[src/rtl/tcp_tx_arb_pkg.sv]
// Shared types and constants for the SiTCP TX arbiter.
// Optional per-grant header support is enabled with TCP_TX_ARB_HDR_EN.
package tcp_tx_arb_pkg;

  // Width of the per-grant byte counter.
  localparam int unsigned BurstCntW = 12;

  // First byte of every per-grant header.
  localparam logic [7:0] HdrByte = 8'hA5;

  typedef enum logic [2:0] {
    StIdle = 3'd0,
    StArb  = 3'd1,
`ifdef TCP_TX_ARB_HDR_EN
    StHdr0 = 3'd2,
    StHdr1 = 3'd3,
`endif
    StXfer = 3'd4
  } state_e;

endpackage

[src/rtl/rr_pick.sv]
// Round-robin priority picker: returns the first requester strictly after
// the pointer index, wrapping around. Purely combinational.
module rr_pick #(
  parameter int unsigned N = 4
) (
  input  logic [N-1:0] req,
  input  logic [1:0]   ptr,
  output logic [N-1:0] gnt,
  output logic [1:0]   idx,
  output logic         any
);

  localparam int unsigned IdxW = (N > 1) ? $clog2(N) : 1;

  // Scan N positions starting one past the pointer; first hit wins.
  always_comb begin
    int unsigned j;
    gnt = '0;
    idx = '0;
    any = 1'b0;
    j   = 0;
    for (int unsigned k = 1; k <= N; k++) begin
      j = (32'(ptr) + k) % N;
      if (!any && req[j[IdxW-1:0]]) begin
        any              = 1'b1;
        gnt[j[IdxW-1:0]] = 1'b1;
        idx              = 2'(j);
      end
    end
  end

endmodule

[src/rtl/tcp_tx_arbiter.sv]
// Multiplexes up to four byte-stream sources onto the SiTCP TX write port.
// Round-robin grant per frame, forced rotation after MAX_BURST bytes, frame
// abort on connection loss. Define TCP_TX_ARB_HDR_EN to prefix each grant's
// payload with a two-byte header (A5, {00, source, seq}).
module tcp_tx_arbiter
  import tcp_tx_arb_pkg::*;
#(
  parameter int unsigned NUM_SRC   = 4,
  parameter int unsigned MAX_BURST = 1024
) (
  input  logic                 CLK_200M,
  input  logic                 SYS_RSTn,
  input  logic                 TCP_OPEN_ACK,
  input  logic                 TCP_TX_FULL,
  input  logic [NUM_SRC-1:0]   src_req,
  input  logic [NUM_SRC-1:0]   src_valid,
  input  logic [8*NUM_SRC-1:0] src_data,
  input  logic [NUM_SRC-1:0]   src_last,
  output logic [NUM_SRC-1:0]   src_ready,
  output logic [NUM_SRC-1:0]   src_abort,
  output logic                 TCP_TX_WR,
  output logic [7:0]           TCP_TX_DATA,
  output logic [1:0]           cur_src,
  output logic                 busy
);

  state_e               state_q, state_d;
  logic [1:0]           cur_src_q, cur_src_d;
  logic [1:0]           ptr_q, ptr_d;
  logic [BurstCntW-1:0] burst_q, burst_d;
  logic                 wr_q, wr_d;
  logic [7:0]           data_q, data_d;
  logic [NUM_SRC-1:0]   abort_q, abort_d;
`ifdef TCP_TX_ARB_HDR_EN
  logic [NUM_SRC-1:0][3:0] seq_q, seq_d;
`endif

  logic [NUM_SRC-1:0] pick_gnt;
  logic [1:0]         pick_idx;
  logic               pick_any;
  logic               unused_pick_gnt;

  logic       link_ok;
  logic       cur_valid;
  logic       cur_last;
  logic [7:0] cur_byte;
  logic       accept;
  logic       burst_end;

  rr_pick #(
    .N (NUM_SRC)
  ) u_rr_pick (
    .req (src_req),
    .ptr (ptr_q),
    .gnt (pick_gnt),
    .idx (pick_idx),
    .any (pick_any)
  );

  // Only the index is needed; the one-hot grant is informational.
  assign unused_pick_gnt = ^pick_gnt;

  assign link_ok   = TCP_OPEN_ACK & ~TCP_TX_FULL;
  assign cur_valid = src_valid[cur_src_q];
  assign cur_last  = src_last[cur_src_q];
  assign cur_byte  = src_data[8*cur_src_q +: 8];
  assign accept    = (state_q == StXfer) & link_ok & cur_valid;
  // Compare against MAX_BURST-1 so MAX_BURST=4096 still fits the counter.
  assign burst_end = (burst_q == BurstCntW'(MAX_BURST - 1));

  assign TCP_TX_WR   = wr_q;
  assign TCP_TX_DATA = data_q;
  assign cur_src     = cur_src_q;
  assign src_abort   = abort_q;

  // State register.
  always_ff @(posedge CLK_200M or negedge SYS_RSTn) begin
    if (!SYS_RSTn) begin
      state_q <= StIdle;
    end else begin
      state_q <= state_d;
    end
  end

  // Next-state logic.
  always_comb begin
    state_d = state_q;
    unique case (state_q)
      StIdle: begin
        if (TCP_OPEN_ACK && (|src_req)) state_d = StArb;
      end
      StArb: begin
        if (!TCP_OPEN_ACK || !pick_any) begin
          state_d = StIdle;
        end else begin
`ifdef TCP_TX_ARB_HDR_EN
          state_d = StHdr0;
`else
          state_d = StXfer;
`endif
        end
      end
`ifdef TCP_TX_ARB_HDR_EN
      StHdr0: begin
        if (!TCP_OPEN_ACK)     state_d = StIdle;
        else if (!TCP_TX_FULL) state_d = StHdr1;
      end
      StHdr1: begin
        if (!TCP_OPEN_ACK)     state_d = StIdle;
        else if (!TCP_TX_FULL) state_d = StXfer;
      end
`endif
      StXfer: begin
        if (!TCP_OPEN_ACK)              state_d = StIdle;
        else if (accept && cur_last)    state_d = StIdle;
        else if (accept && burst_end)   state_d = StArb;
      end
      default: state_d = StIdle;
    endcase
  end

  // Outputs and datapath next values, decoded from the current state.
  always_comb begin
    src_ready = '0;
    busy      = (state_q != StIdle);
    wr_d      = 1'b0;
    data_d    = data_q;
    abort_d   = '0;
    cur_src_d = cur_src_q;
    ptr_d     = ptr_q;
    burst_d   = burst_q;
`ifdef TCP_TX_ARB_HDR_EN
    seq_d     = seq_q;
`endif
    unique case (state_q)
      StIdle: ;
      StArb: begin
        if (TCP_OPEN_ACK && pick_any) begin
          cur_src_d = pick_idx;
          ptr_d     = pick_idx;
          burst_d   = '0;
        end
      end
`ifdef TCP_TX_ARB_HDR_EN
      StHdr0: begin
        if (!TCP_OPEN_ACK) begin
          abort_d[cur_src_q] = 1'b1;
          burst_d            = '0;
        end else if (!TCP_TX_FULL) begin
          wr_d   = 1'b1;
          data_d = HdrByte;
        end
      end
      StHdr1: begin
        if (!TCP_OPEN_ACK) begin
          abort_d[cur_src_q] = 1'b1;
          burst_d            = '0;
        end else if (!TCP_TX_FULL) begin
          wr_d             = 1'b1;
          data_d           = {2'b00, cur_src_q, seq_q[cur_src_q]};
          seq_d[cur_src_q] = seq_q[cur_src_q] + 4'd1;
        end
      end
`endif
      StXfer: begin
        src_ready[cur_src_q] = link_ok;
        if (!TCP_OPEN_ACK) begin
          abort_d[cur_src_q] = 1'b1;
          burst_d            = '0;
        end else if (accept) begin
          wr_d    = 1'b1;
          data_d  = cur_byte;
          burst_d = (cur_last || burst_end) ? '0 : burst_q + BurstCntW'(1);
        end
      end
      default: ;
    endcase
  end

  // Datapath registers; async reset kills any in-flight write immediately.
  always_ff @(posedge CLK_200M or negedge SYS_RSTn) begin
    if (!SYS_RSTn) begin
      cur_src_q <= '0;
      ptr_q     <= 2'(NUM_SRC - 1);
      burst_q   <= '0;
      wr_q      <= 1'b0;
      data_q    <= 8'h00;
      abort_q   <= '0;
`ifdef TCP_TX_ARB_HDR_EN
      seq_q     <= '0;
`endif
    end else begin
      cur_src_q <= cur_src_d;
      ptr_q     <= ptr_d;
      burst_q   <= burst_d;
      wr_q      <= wr_d;
      data_q    <= data_d;
      abort_q   <= abort_d;
`ifdef TCP_TX_ARB_HDR_EN
      seq_q     <= seq_d;
`endif
    end
  end

endmodule

[config.mk]
export PLATFORM = sky130hd
export DESIGN_NAME = tcp_tx_arbiter
export DESIGN_NICKNAME = d
export VERILOG_FILES = /design/src/rtl/tcp_tx_arb_pkg.sv /design/src/rtl/rr_pick.sv /design/src/rtl/tcp_tx_arbiter.sv
export SDC_FILE = /design/constraint.sdc
export NUM_CORES = 1
export LEC_CHECK = 0
export BUFFER_PORTS_ARGS = -buffer_cell sky130_fd_sc_hd__buf_2
export CAP_MARGIN = 20
export CORE_ASPECT_RATIO = 0.9
export CORE_MARGIN = 1.5
export CORE_UTILIZATION = 55
export DETAILED_ROUTE_END_ITERATION = 8
export MAX_ROUTING_LAYER = met4
export PLACE_DENSITY_LB_ADDON = 0.2
export RECOVER_POWER = 100
export SETUP_SLACK_MARGIN = 0.15
export SLEW_MARGIN = 40
export SYNTH_ARGS = -nofsm -noshare
export SYNTH_HDL_FRONTEND = slang
export SYNTH_HIERARCHICAL = 1
export SYNTH_SLANG_ARGS = --single-unit
[constraint.sdc]
create_clock -name CLK_200M -period 5.63 [get_ports CLK_200M]
set_clock_uncertainty 0.1 [all_clocks]
set_input_delay 0.8445 -clock CLK_200M [delete_from_list [all_inputs] [get_ports CLK_200M]]
set_output_delay 0.8445 -clock CLK_200M [all_outputs]
set_load 0.05 [all_outputs]
==> results of run 1 <==
-- worst max path at each step --
| stage | from | end | slack (ps) | depth (start not counted) |
|---|---|---|---|---|
| floorplan | TCP_TX_FULL | src_ready[0] | 2230 | 2 |
| global placement | TCP_OPEN_ACK | src_ready[0] | 2740 | 4 |
| detailed placement | TCP_OPEN_ACK | src_ready[0] | 2730 | 4 |
| CTS | TCP_OPEN_ACK | src_ready[0] | 2730 | 4 |
| global route | TCP_OPEN_ACK | src_ready[0] | 2350 | 4 |
| finish | TCP_OPEN_ACK | src_ready[0] | 2460 | 4 |
-- cells in the final DEF, fill, tap and decap left out, drive strengths merged, types with 2 or more instances in the layout --
master and n:
a211oi 4, a21oi 3, a221o 3, a221oi 2
a22oi 4, and2 2, buf 45, clkbuf 30
dfrtp 29, dfstp 2, ha 2, inv 10
mux2 13, mux2i 5, mux4 10, nand2 6
nand2b 7, nand3 11, nand4 3, nand4b 2
nor2 13, nor3 8, nor4 2, o21ai 6
o22ai 4, or2 4, or3b 2
-- routing by layer --
metal  track usage  share of wire  up-vias
met1         0.290           0.44      822
met3        0.0557          0.086        7
met2         0.417           0.47       70
met4        0.0845          0.012        0
li1              -              -      843
met5             -              0        -
-- where the power goes --
part | internal, W | leakage, nW | switching, W
Sequential | 0.000277 | 0.411 | 0.0000863
Clock | 0.000111 | 0.0515 | 0.0000802
Combinational | 0.000190 | 0.585 | 0.000276
Total | 0.000578 | 1.05 | 0.000442
-- sequential cells by signal, summed over array words and instances (netlist names) --
| name | cells |
|---|---|
| burst_q | 12 |
| TCP_TX_DATA | 8 |
| src_abort | 4 |
| cur_src | 2 |
| ptr_q | 2 |
| state_q | 2 |
| TCP_TX_WR | 1 |
-- stage by stage --
| stage | utilization | std cells | total power, W | area [sq um] |
|---|---|---|---|---|
| after floorplan | - | 191 | 0.000752 | 2040 |
| after global placement | 0.680 | 287 | 0.000837 | 2350 |
| after detailed placement | 0.680 | 287 | 0.000847 | 2350 |
| final | 0.699 | 295 | 0.00102 | 2410 |
| after CTS | 0.709 | 295 | 0.00104 | 2450 |
| after global routing | 0.699 | 295 | 0.00108 | 2410 |
-- layout make-up --
cell class,instances,area [sq um],share of cell area
tap,44,55.1,0.0228
multi-input combinational,135,1130,0.470
clock buffer,8,100,0.0415
inverter,10,37.5,0.0156
timing repair buffer,67,308,0.128
sequential,31,778,0.323
-- worst register-to-register path, stage by stage, from the launching register on --
cell and delay (ps):
sky130_fd_sc_hd__dfrtp_1 850, sky130_fd_sc_hd__mux4_2 660, sky130_fd_sc_hd__or2_0 360, sky130_fd_sc_hd__a211oi_1 490, sky130_fd_sc_hd__a221o_1 230
==> qor.log, run 1 <==
INFO  setup_path     cp_common_cell=sky130_fd_sc_hd__clkbuf_1
INFO  sta            maxClockFrequency=0.315GHz
INFO  placement      routabilityCongestion=0.828
INFO  sta            fin_crit_sh=0.563
INFO  clocking       h-tree-depth=2
INFO  global_routing pin_count_of_the_biggest_net_entering_global_routing=32
INFO  yosys          netlist_instances=191
INFO  route          initialDrtViolationCount=82
INFO  yosys          syn_area=2040squm
INFO  clocking       cts_hold_repair.buffers=0
INFO  hold_path      hp-start=TCP_TX_DATA[7]$_DFFE_PN0P_
INFO  clocking       cts_setup_buffers=0
INFO  sta            final.min_clock_period=3170ps
INFO  setup_path     ff2ff_path_depth=4
INFO  clocking       clock_insertion_delay_worst_skew=290ps
INFO  setup_path     kind_of_critical_path=input port to output port
INFO  setup_path     setup.worst_path.start_class=input port
INFO  pwr            ir_drop=0.253mV
INFO  yosys          syn-num-nets=241
INFO  floorplanning  floorplan.die.width=67.3um
INFO  clocking       ctsRootBufferMaster=sky130_fd_sc_hd__clkbuf_8
INFO  route          via_per_inst=5.91
INFO  floorplanning  floorplan_die_area=4090squm
INFO  sta            drv_slew=32
INFO  pwr            power.leakage=1.05nW
INFO  status         violations=capacitance limit, slew limit
INFO  floorplanning  coreArea=3450squm
INFO  clocking       clockBufferDepth=2
INFO  sta            finalHoldViolations=0
INFO  route          via_count_of_the_routed_design=1,742
INFO  sta            setup_viol=0
INFO  clocking       post_cts.resized_instances=0
INFO  sta            grt_setup_unrepaired=false
INFO  setup_path     crit-reg2reg-capture=burst_q[5]$_DFFE_PN0P_
INFO  sta            hold_ws=407ps
INFO  placement      buffer_ports.inserted=67
INFO  hold_path      hold-path-endpoint=TCP_TX_DATA[7]$_DFFE_PN0P_
INFO  floorplanning  die_h=60.8um
INFO  sta            post-route-worst-setup-slack=2460ps
INFO  route          route.antenna.remaining_nets=0
INFO  clocking       cts_made_buffers=5
INFO  hold_path      hold_path_depth=1
INFO  placement      dpl.hpwl=3380um
INFO  route          drt_pre_antenna_iters=4
INFO  pwr            power.density_cell_area=423nW/um^2
INFO  floorplanning  boundaryPins=68
INFO  yosys          post_synth.cell_area_avg=10.7squm
INFO  setup_path     cp-end-kind=output port
INFO  global_routing first_global_vias=1,650
INFO  global_routing grt_pass1_wl=7290um
INFO  clocking       tritoncts=built
INFO  placement      detailedPlace.worstSlack=2730ps
INFO  clocking       clk_transition_reported_paths=60ps
INFO  sta            worst_pin_slew=1610ps
INFO  clocking       cts_sinks=31
INFO  global_routing antenna_violations_before_repair=0
INFO  final_layout   insertedDiodeCount=0
INFO  setup_path     cp_max_fo=5
INFO  setup_path     critPathTopFamily=simple AND/OR/NAND/NOR gates
INFO  setup_path     critical_path_arrival=2230ps
INFO  global_routing grtUsageTotal=0.246
INFO  global_routing overflow=0
INFO  sta            worst_slew_margin_rel=-0.0719
INFO  status         outcome=finished, violations left
INFO  route          postRouteWirelength=4560um
INFO  hold_path      min_path_type=flop to flop
INFO  sta            final.setup.tns=0ps
INFO  flow_run       number_of_maximum_capacitance_violations=1
INFO  final_layout   fraction_of_final_layout_cells_with_drive_strength_greater_than_1=0.319
INFO  final_layout   nFillCells=290
INFO  floorplanning  floorplan.rows=20
INFO  route          drt-wirelength-per-cell=15.4um
INFO  setup_path     cp_data_required_time=4690ps
INFO  route          drc=0
INFO  final_layout   num-nets-final=300
INFO  setup_path     critical_path.reg2reg.startpoint=cur_src[0]$_DFFE_PN0P_
INFO  setup_path     timing.critical_path.slowest_stage_cell=sky130_fd_sc_hd__or4bb_1
INFO  setup_path     critical_path.max_stage_delay=580ps
INFO  setup_path     worstPathCellList=clkbuf_1, or4bb_1, nor3_1, clkbuf_1
INFO  setup_path     worstPathBufferInverterCount=2
INFO  final_layout   area.growth.synth_to_final=18.0%
INFO  setup_path     ff2ff_setup_slack=2880ps
INFO  floorplanning  initial_utilization=0.592
INFO  yosys          yosys_warnings=6
Power figures use the tool's default switching activity.
==> run 2: changes to the inputs <==
--- a/config.mk
+++ b/config.mk
@@ -9,7 +9,7 @@
 export CAP_MARGIN = 20
 export CORE_ASPECT_RATIO = 0.9
 export CORE_MARGIN = 1.5
-export CORE_UTILIZATION = 55
+export CORE_UTILIZATION = 53
 export DETAILED_ROUTE_END_ITERATION = 8
 export MAX_ROUTING_LAYER = met4
 export PLACE_DENSITY_LB_ADDON = 0.2
==> constraint.sdc (replaced) <==
create_clock -name CLK_200M -period 3.2 [get_ports CLK_200M]
set_clock_uncertainty 0.1 [all_clocks]
set_input_delay 0.48 -clock CLK_200M [delete_from_list [all_inputs] [get_ports CLK_200M]]
set_output_delay 0.48 -clock CLK_200M [all_outputs]
set_load 0.05 [all_outputs]
==> run 2 against run 1 <==
  * The flow still finishes with violations (capacitance limit, slew limit)
  * Sequential cell count did not move
  * Clock power up 110%
  * Design area is 1.1% higher
  * Combinational power grew 79%
  * Hold slack improved by 0.73 ps
  * Critical endpoint is now state_q[2]$_DFFE_PN0P_
==> qor.log, run 2 (synthesis results as in run 1) <==
INFO  floorplanning  floorplan.die.width=68.5um [+1.8%]
INFO  setup_path     cp_data_required_time=3290ps [-1400 ps]
INFO  global_routing antenna_violations_before_repair=0 [unchanged]
INFO  floorplanning  die_h=61.9um [+1.8%]
INFO  final_layout   insertedDiodeCount=0 [unchanged]
INFO  sta            worst_slew_margin_rel=-0.0938 [-0.0219]
INFO  clocking       clockBufferDepth=2 [unchanged]
INFO  final_layout   num-nets-final=302 [+0.67%]
INFO  clocking       h-tree-depth=2 [unchanged]
INFO  final_layout   largest_register_ffs=12 [unchanged]
INFO  floorplanning  initial_utilization=0.552 [-0.0402]
INFO  pwr            ir_drop=0.470mV [+86%]
INFO  sta            worst_pin_slew=1640ps [+32.8 ps]
INFO  final_layout   fin_util=0.659 [-0.0400]
INFO  floorplanning  floorplan.rows=21 [+5.0%]
INFO  route          drt-wirelength-per-cell=16.0um [+3.7%]
INFO  placement      dpl.hpwl=3570um [+5.6%]
INFO  final_layout   max_flop_register=burst_q
INFO  placement      buffer_ports.inserted=67 [unchanged]
INFO  global_routing pin_count_of_the_biggest_net_entering_global_routing=32 [unchanged]
INFO  sta            finalHoldViolations=0 [unchanged]
INFO  setup_path     critical_path.max_stage_delay=640ps [+60 ps]
INFO  final_layout   fraction_of_final_layout_cells_with_drive_strength_greater_than_1=0.324 [+0.00539]
INFO  global_routing grt_pass1_wl=7310um [+0.29%]
INFO  clocking       cts_sinks=31 [unchanged]
INFO  floorplanning  floorplan_die_area=4240squm [+3.6%]
INFO  clocking       ctsRootBufferMaster=sky130_fd_sc_hd__clkbuf_8
INFO  setup_path     kind_of_critical_path=flop to flop
INFO  floorplanning  boundaryPins=68 [unchanged]
INFO  route          drc=0 [unchanged]
INFO  status         outcome=finished, violations left
INFO  sta            final.setup.tns=0ps [unchanged]
INFO  final_layout   stdcell_area=2440squm [+1.1%]
INFO  final_layout   final_common_cell=sky130_fd_sc_hd__buf_2
INFO  clocking       clk_transition_reported_paths=60ps [about the same]
INFO  clocking       cts_setup_buffers=0 [unchanged]
INFO  route          postRouteWirelength=4790um [+5.1%]
INFO  route          route.antenna.remaining_nets=0 [unchanged]
INFO  global_routing first_global_vias=1,617 [-2.0%]
INFO  pwr            power.density_cell_area=762nW/um^2 [+80%]
INFO  status         violations=capacitance limit, slew limit
INFO  clocking       cts_hold_repair.buffers=0 [unchanged]
INFO  floorplanning  coreArea=3700squm [+7.3%]
INFO  setup_path     setup.worst_path.start_class=flop
INFO  clocking       tritoncts=built
INFO  sta            fin_crit_sh=0.841
INFO  setup_path     critical_path_arrival=2780ps [+550 ps]
INFO  placement      placed_cell_area=2360squm [+0.75%]
INFO  final_layout   most-common-layout-cells=sky130_fd_sc_hd__buf_2 (46), sky130_fd_sc_hd__dfrtp_1 (29), sky130_fd_sc_hd__clkbuf_1 (22)
INFO  sta            maxClockFrequency=0.371GHz
INFO  clocking       clock_insertion_delay_worst_skew=280ps [about the same]
INFO  route          initialDrtViolationCount=69 [-16%]
INFO  setup_path     worstPathCellList=clkbuf_1, mux4_1, nand2b_1, o21ba_2, o21ai_0
INFO  flow_run       number_of_maximum_capacitance_violations=1 [unchanged]
INFO  global_routing grtUsageTotal=0.240 [-0.00594]
INFO  setup_path     cp-end-kind=flop
INFO  global_routing overflow=0 [unchanged]
INFO  final_layout   area.growth.synth_to_final=19.3%
INFO  sta            final.min_clock_period=2690ps
INFO  route          via_per_inst=5.99 [+1.5%]
INFO  clocking       cts_made_buffers=5 [unchanged]
INFO  pwr            power.leakage=1.07nW [+1.8%]
INFO  sta            grt_setup_unrepaired=false
INFO  route          drt_pre_antenna_iters=4 [unchanged]
INFO  setup_path     cp_max_fo=14 [+9]
INFO  clocking       post_cts.resized_instances=0 [unchanged]
INFO  sta            drv_slew=32 [unchanged]
INFO  setup_path     timing.critical_path.slowest_stage_cell=sky130_fd_sc_hd__dfrtp_1
INFO  placement      routabilityCongestion=0.841 [+1.5%]
INFO  route          via_count_of_the_routed_design=1,792 [+2.9%]
INFO  sta            setup_viol=0 [unchanged]
INFO  hold_path      min_path_type=flop to flop
==> run 2: changes by cell type in the layout (fill, tap and decap cells not counted), sizes merged <==
| cell | change |
|---|---|
| bufinv | +1 |
| clkinv | +1 |
| clkbuf | -2 |
| buf | +2 |
==> run 2: final timing paths <==
kind / start / slack, ps / to / cells past startpoint
max in group asynchronous: SYS_RSTn / 1540 / src_abort[2]$_DFF_PN0_ / 1
hold reg to reg: TCP_TX_DATA[5]$_DFFE_PN0P_ / 410 / TCP_TX_DATA[5]$_DFFE_PN0P_ / 1
hold / removal: TCP_TX_DATA[5]$_DFFE_PN0P_ / 410 / TCP_TX_DATA[5]$_DFFE_PN0P_ / 1
setup / recovery: cur_src[0]$_DFFE_PN0P_ / 510 / state_q[2]$_DFFE_PN0P_ / 5
min in group asynchronous: SYS_RSTn / 510 / TCP_TX_DATA[1]$_DFFE_PN0P_ / 1
setup reg to reg: cur_src[0]$_DFFE_PN0P_ / 510 / state_q[2]$_DFFE_PN0P_ / 5
==> run 2: where the power goes <==
part / leakage, nW / internal (W) / switching (W)
sequential: 0.411 / 0.000487 / 0.000141
clock: 0.0612 / 0.000252 / 0.000143
combinational: 0.594 / 0.000337 / 0.000499
total: 1.07 / 0.00108 / 0.000783
==> run 2: layout make-up <==
cell class / instances / area, sq um
inverters: 10 / 37.5
multi-input cells: 135 / 1130
fillers: 314 / 1260
well taps: 46 / 57.6
clock buffers: 6 / 82.6
repair buffers: 69 / 320
flip-flops and latches: 31 / 778
clock inverters: 2 / 35.0
==> run 2: per-layer routing <==
layer,global-route usage,vias up,part of all wire
met4,0.0914,0,0.015
met2,0.405,69,0.46
met3,0.0450,8,0.080
met1,0.286,860,0.44
met5,-,-,0
li1,-,855,-
==> run 2: per-stage QoR <==
stage          hold WS (ps)  total power, W  std cells  setup WS, ps
6_report                408         0.00186        299           508
5_1_grt                 439         0.00198        299           334
4_1_cts                 162         0.00190        299           694
3_5_place_dp            393         0.00150        291           734
3_3_place_gp            387         0.00147        291           826
2_1_floorplan          84.4         0.00132        191           475
==> run 2: worst max-delay path: cells and delay by family (launching register included) <==
kind	cells	cell delay [ps]
DFF	1	640
muxes	1	630
buffers and inverters	1	440
AOI/OAI and AO/OA	2	410
and+or+nand+nor	1	370
==> run 3: changes to the inputs <==
--- a/config.mk
+++ b/config.mk
@@ -9,7 +9,7 @@
 export CAP_MARGIN = 20
 export CORE_ASPECT_RATIO = 0.9
 export CORE_MARGIN = 1.5
-export CORE_UTILIZATION = 53
+export CORE_UTILIZATION = 48
 export DETAILED_ROUTE_END_ITERATION = 8
 export MAX_ROUTING_LAYER = met4
 export PLACE_DENSITY_LB_ADDON = 0.2
==> constraint.sdc (replaced) <==
create_clock -name CLK_200M -period 2.18 [get_ports CLK_200M]
set_clock_uncertainty 0.1 [all_clocks]
set_input_delay 0.327 -clock CLK_200M [delete_from_list [all_inputs] [get_ports CLK_200M]]
set_output_delay 0.327 -clock CLK_200M [all_outputs]
set_load 0.05 [all_outputs]
==> run 3 against run 2 <==
  * The run ends with DRC, capacitance limit, slew limit left
  * Via count up 2.9%
  * Clock power up 25%
  * Critical path depth down 2
  * Total power up 57%
  * Sequential power up 37%
  * Wire length up 2.9%
  * Clock-buffer cell count up 2
  * Largest cell class unchanged
==> qor.log, run 3 (synthesis results as in run 1) <==
INFO  global_routing pin_count_of_the_biggest_net_entering_global_routing=32 [unchanged]
INFO  route          initialDrtViolationCount=101 [+46%]
INFO  route          postRouteWirelength=4930um [+2.9%]
INFO  sta            worst_slew_margin_rel=-0.0935 [+0.000332]
INFO  sta            final.setup.tns=0ps [unchanged]
INFO  sta            finalHoldViolations=0 [unchanged]
INFO  setup_path     cp-end-kind=output port
INFO  sta            worst_pin_slew=1640ps [-0.499 ps]
INFO  setup_path     critical_path.max_stage_delay=580ps [-60 ps]
INFO  sta            setup_viol=0 [unchanged]
INFO  route          drt_pre_antenna_iters=7 [+3]
INFO  setup_path     cp_data_required_time=1750ps [-1540 ps]
INFO  floorplanning  die_h=64.9um [+4.8%]
INFO  sta            final.min_clock_period=2080ps
INFO  clocking       cts_made_buffers=5 [unchanged]
INFO  route          drt-wirelength-per-cell=15.6um [-2.6%]
INFO  placement      buffer_ports.inserted=67 [unchanged]
INFO  setup_path     critical_path_arrival=1660ps [-1120 ps]
INFO  final_layout   layout.cells.non_filler=316 [+5.7%]
INFO  clocking       clock_insertion_delay_worst_skew=280ps [about the same]
INFO  placement      placed_cell_area=2510squm [+6.0%]
INFO  clocking       cts_hold_repair.buffers=0 [unchanged]
INFO  clocking       tritoncts=built
INFO  global_routing grt_pass1_wl=7800um [+6.7%]
INFO  clocking       ctsRootBufferMaster=sky130_fd_sc_hd__clkbuf_8
INFO  route          drc=9 [+9]
INFO  floorplanning  coreArea=4070squm [+10%]
INFO  pwr            total_power=0.00292W [+57%]
INFO  status         violations=DRC, capacitance limit, slew limit
INFO  final_layout   final_common_cell=sky130_fd_sc_hd__buf_2
INFO  floorplanning  floorplan_die_area=4660squm [+9.9%]
INFO  setup_path     setup.worst_path.start_class=flop
INFO  route          via_count_of_the_routed_design=1,844 [+2.9%]
INFO  final_layout   num-nets-final=317 [+5.0%]
INFO  final_layout   stdcell_area=2650squm [+8.7%]
INFO  route          route.antenna.remaining_nets=0 [unchanged]
INFO  sta            fin_crit_sh=0.956
INFO  route          via_per_inst=5.84 [-2.6%]
INFO  status         outcome=finished, violations left
INFO  final_layout   area.growth.synth_to_final=29.7%
INFO  hold_path      min_path_type=input port to flop
INFO  global_routing first_global_vias=1,687 [+4.3%]
INFO  pwr            power.density_cell_area=1100nW/um^2 [+44%]
INFO  pwr            power.leakage=1.17nW [+9.4%]
INFO  clocking       clockBufferDepth=2 [unchanged]
INFO  clocking       h-tree-depth=2 [unchanged]
INFO  placement      dpl.hpwl=3580um [+0.24%]
INFO  floorplanning  boundaryPins=68 [unchanged]
INFO  sta            drv_slew=32 [unchanged]
INFO  final_layout   fraction_of_final_layout_cells_with_drive_strength_greater_than_1=0.433 [+0.109]
INFO  final_layout   insertedDiodeCount=0 [unchanged]
INFO  floorplanning  initial_utilization=0.502 [-0.0500]
INFO  clocking       cts_sinks=31 [unchanged]
INFO  sta            maxClockFrequency=0.480GHz
INFO  clocking       clk_transition_reported_paths=60ps [about the same]
INFO  global_routing overflow=0 [unchanged]
INFO  final_layout   most-common-layout-cells=sky130_fd_sc_hd__buf_2 (47), sky130_fd_sc_hd__dfrtp_1 (28), sky130_fd_sc_hd__clkbuf_1 (18)
INFO  final_layout   largest_register_ffs=12 [unchanged]
INFO  floorplanning  floorplan.rows=22 [+4.8%]
INFO  setup_path     worstPathCellList=or4bb_4, nor3_2, clkbuf_2
INFO  setup_path     timing.critical_path.slowest_stage_cell=sky130_fd_sc_hd__or4bb_4
INFO  flow_run       number_of_maximum_capacitance_violations=1 [unchanged]
INFO  global_routing grtUsageTotal=0.223 [-0.0171]
INFO  final_layout   nFillCells=344 [+9.6%]
INFO  placement      routabilityCongestion=0.845 [+0.44%]
INFO  setup_path     kind_of_critical_path=flop to output port
INFO  pwr            ir_drop=0.814mV [+73%]
INFO  final_layout   max_flop_register=burst_q
INFO  final_layout   fin_util=0.651 [-0.00776]
INFO  placement      placed_instance_count=301 [+3.4%]
INFO  global_routing antenna_violations_before_repair=0 [unchanged]
INFO  sta            grt_setup_unrepaired=true
INFO  setup_path     cp_max_fo=5 [-9]
INFO  floorplanning  floorplan.die.width=71.8um [+4.9%]
[run 3: cell types whose count changed in the layout (fill, tap and decap cells not counted), moves of 3 or more]
cell / change
sky130_fd_sc_hd__mux2_2: -3
sky130_fd_sc_hd__buf_4: +13
sky130_fd_sc_hd__clkbuf_1: -4
sky130_fd_sc_hd__clkbuf_2: +3
sky130_fd_sc_hd__nor2_1: -4
[run 3: final cells by class]
cell class,count,area (sq um),area share
clock buffers,8,100,0.0378
repair buffers,84,445,0.168
inverters,10,37.5,0.0142
flip-flops and latches,31,779,0.294
well taps,48,60.1,0.0227
multi-input cells,135,1230,0.463
[run 3: metal layers]
| layer | vias up | GRT usage | routed length [um] |
|---|---|---|---|
| met4 | 0 | 0.0684 | 76 |
| met1 | 884 | 0.278 | 2210 |
| met2 | 73 | 0.350 | 2250 |
| met5 | - | - | 0 |
| met3 | 8 | 0.0684 | 384 |
| li1 | 879 | - | - |
[run 3: critical path, delay by kind of cell, from the launching register on]
kind	cells	cell delay, ps
buffers and inverters	1	300
DFF	1	380
and+or+nand+nor	2	700
[run 3: worst paths after layout]
kind / from / end / slack (ps) / cells past startpoint
worst max-delay path: state_q[0]$_DFFE_PN0P_ / src_ready[0] / 100 / 3
worst min-delay path: TCP_OPEN_ACK / src_abort[1]$_DFF_PN0_ / 320 / 3
worst max register to register: cur_src[1]$_DFFE_PN0P_ / burst_q[5]$_DFFE_PN0P_ / 140 / 4
worst min register to register: TCP_TX_DATA[6]$_DFFE_PN0P_ / TCP_TX_DATA[6]$_DFFE_PN0P_ / 410 / 1
max in group asynchronous: SYS_RSTn / state_q[2]$_DFFE_PN0P_ / 560 / 1
min in group asynchronous: SYS_RSTn / burst_q[6]$_DFFE_PN0P_ / 360 / 1
[run 3: timing repair]
item,in CTS,in global routing
pin swaps,3,2
resized for setup,8,12
setup endpoints to repair,9,16
buffers inserted,2,5
[run 3: through the flow]
stage          hold slack, ps  setup WS (ps)
6_report                  323           95.7
5_1_grt                   339           38.1
4_1_cts                  7.30            156
3_5_place_dp              314            152
3_3_place_gp              316            177
2_1_floorplan           -68.6           31.0
[run 3: report_power, final]
part	leakage (nW)	internal [W]	switching, W
Clock	0.0515	0.000288	0.000205
Combinational	0.705	0.000659	0.000905
Sequential	0.410	0.000719	0.000141
Total	1.17	0.00167	0.00125
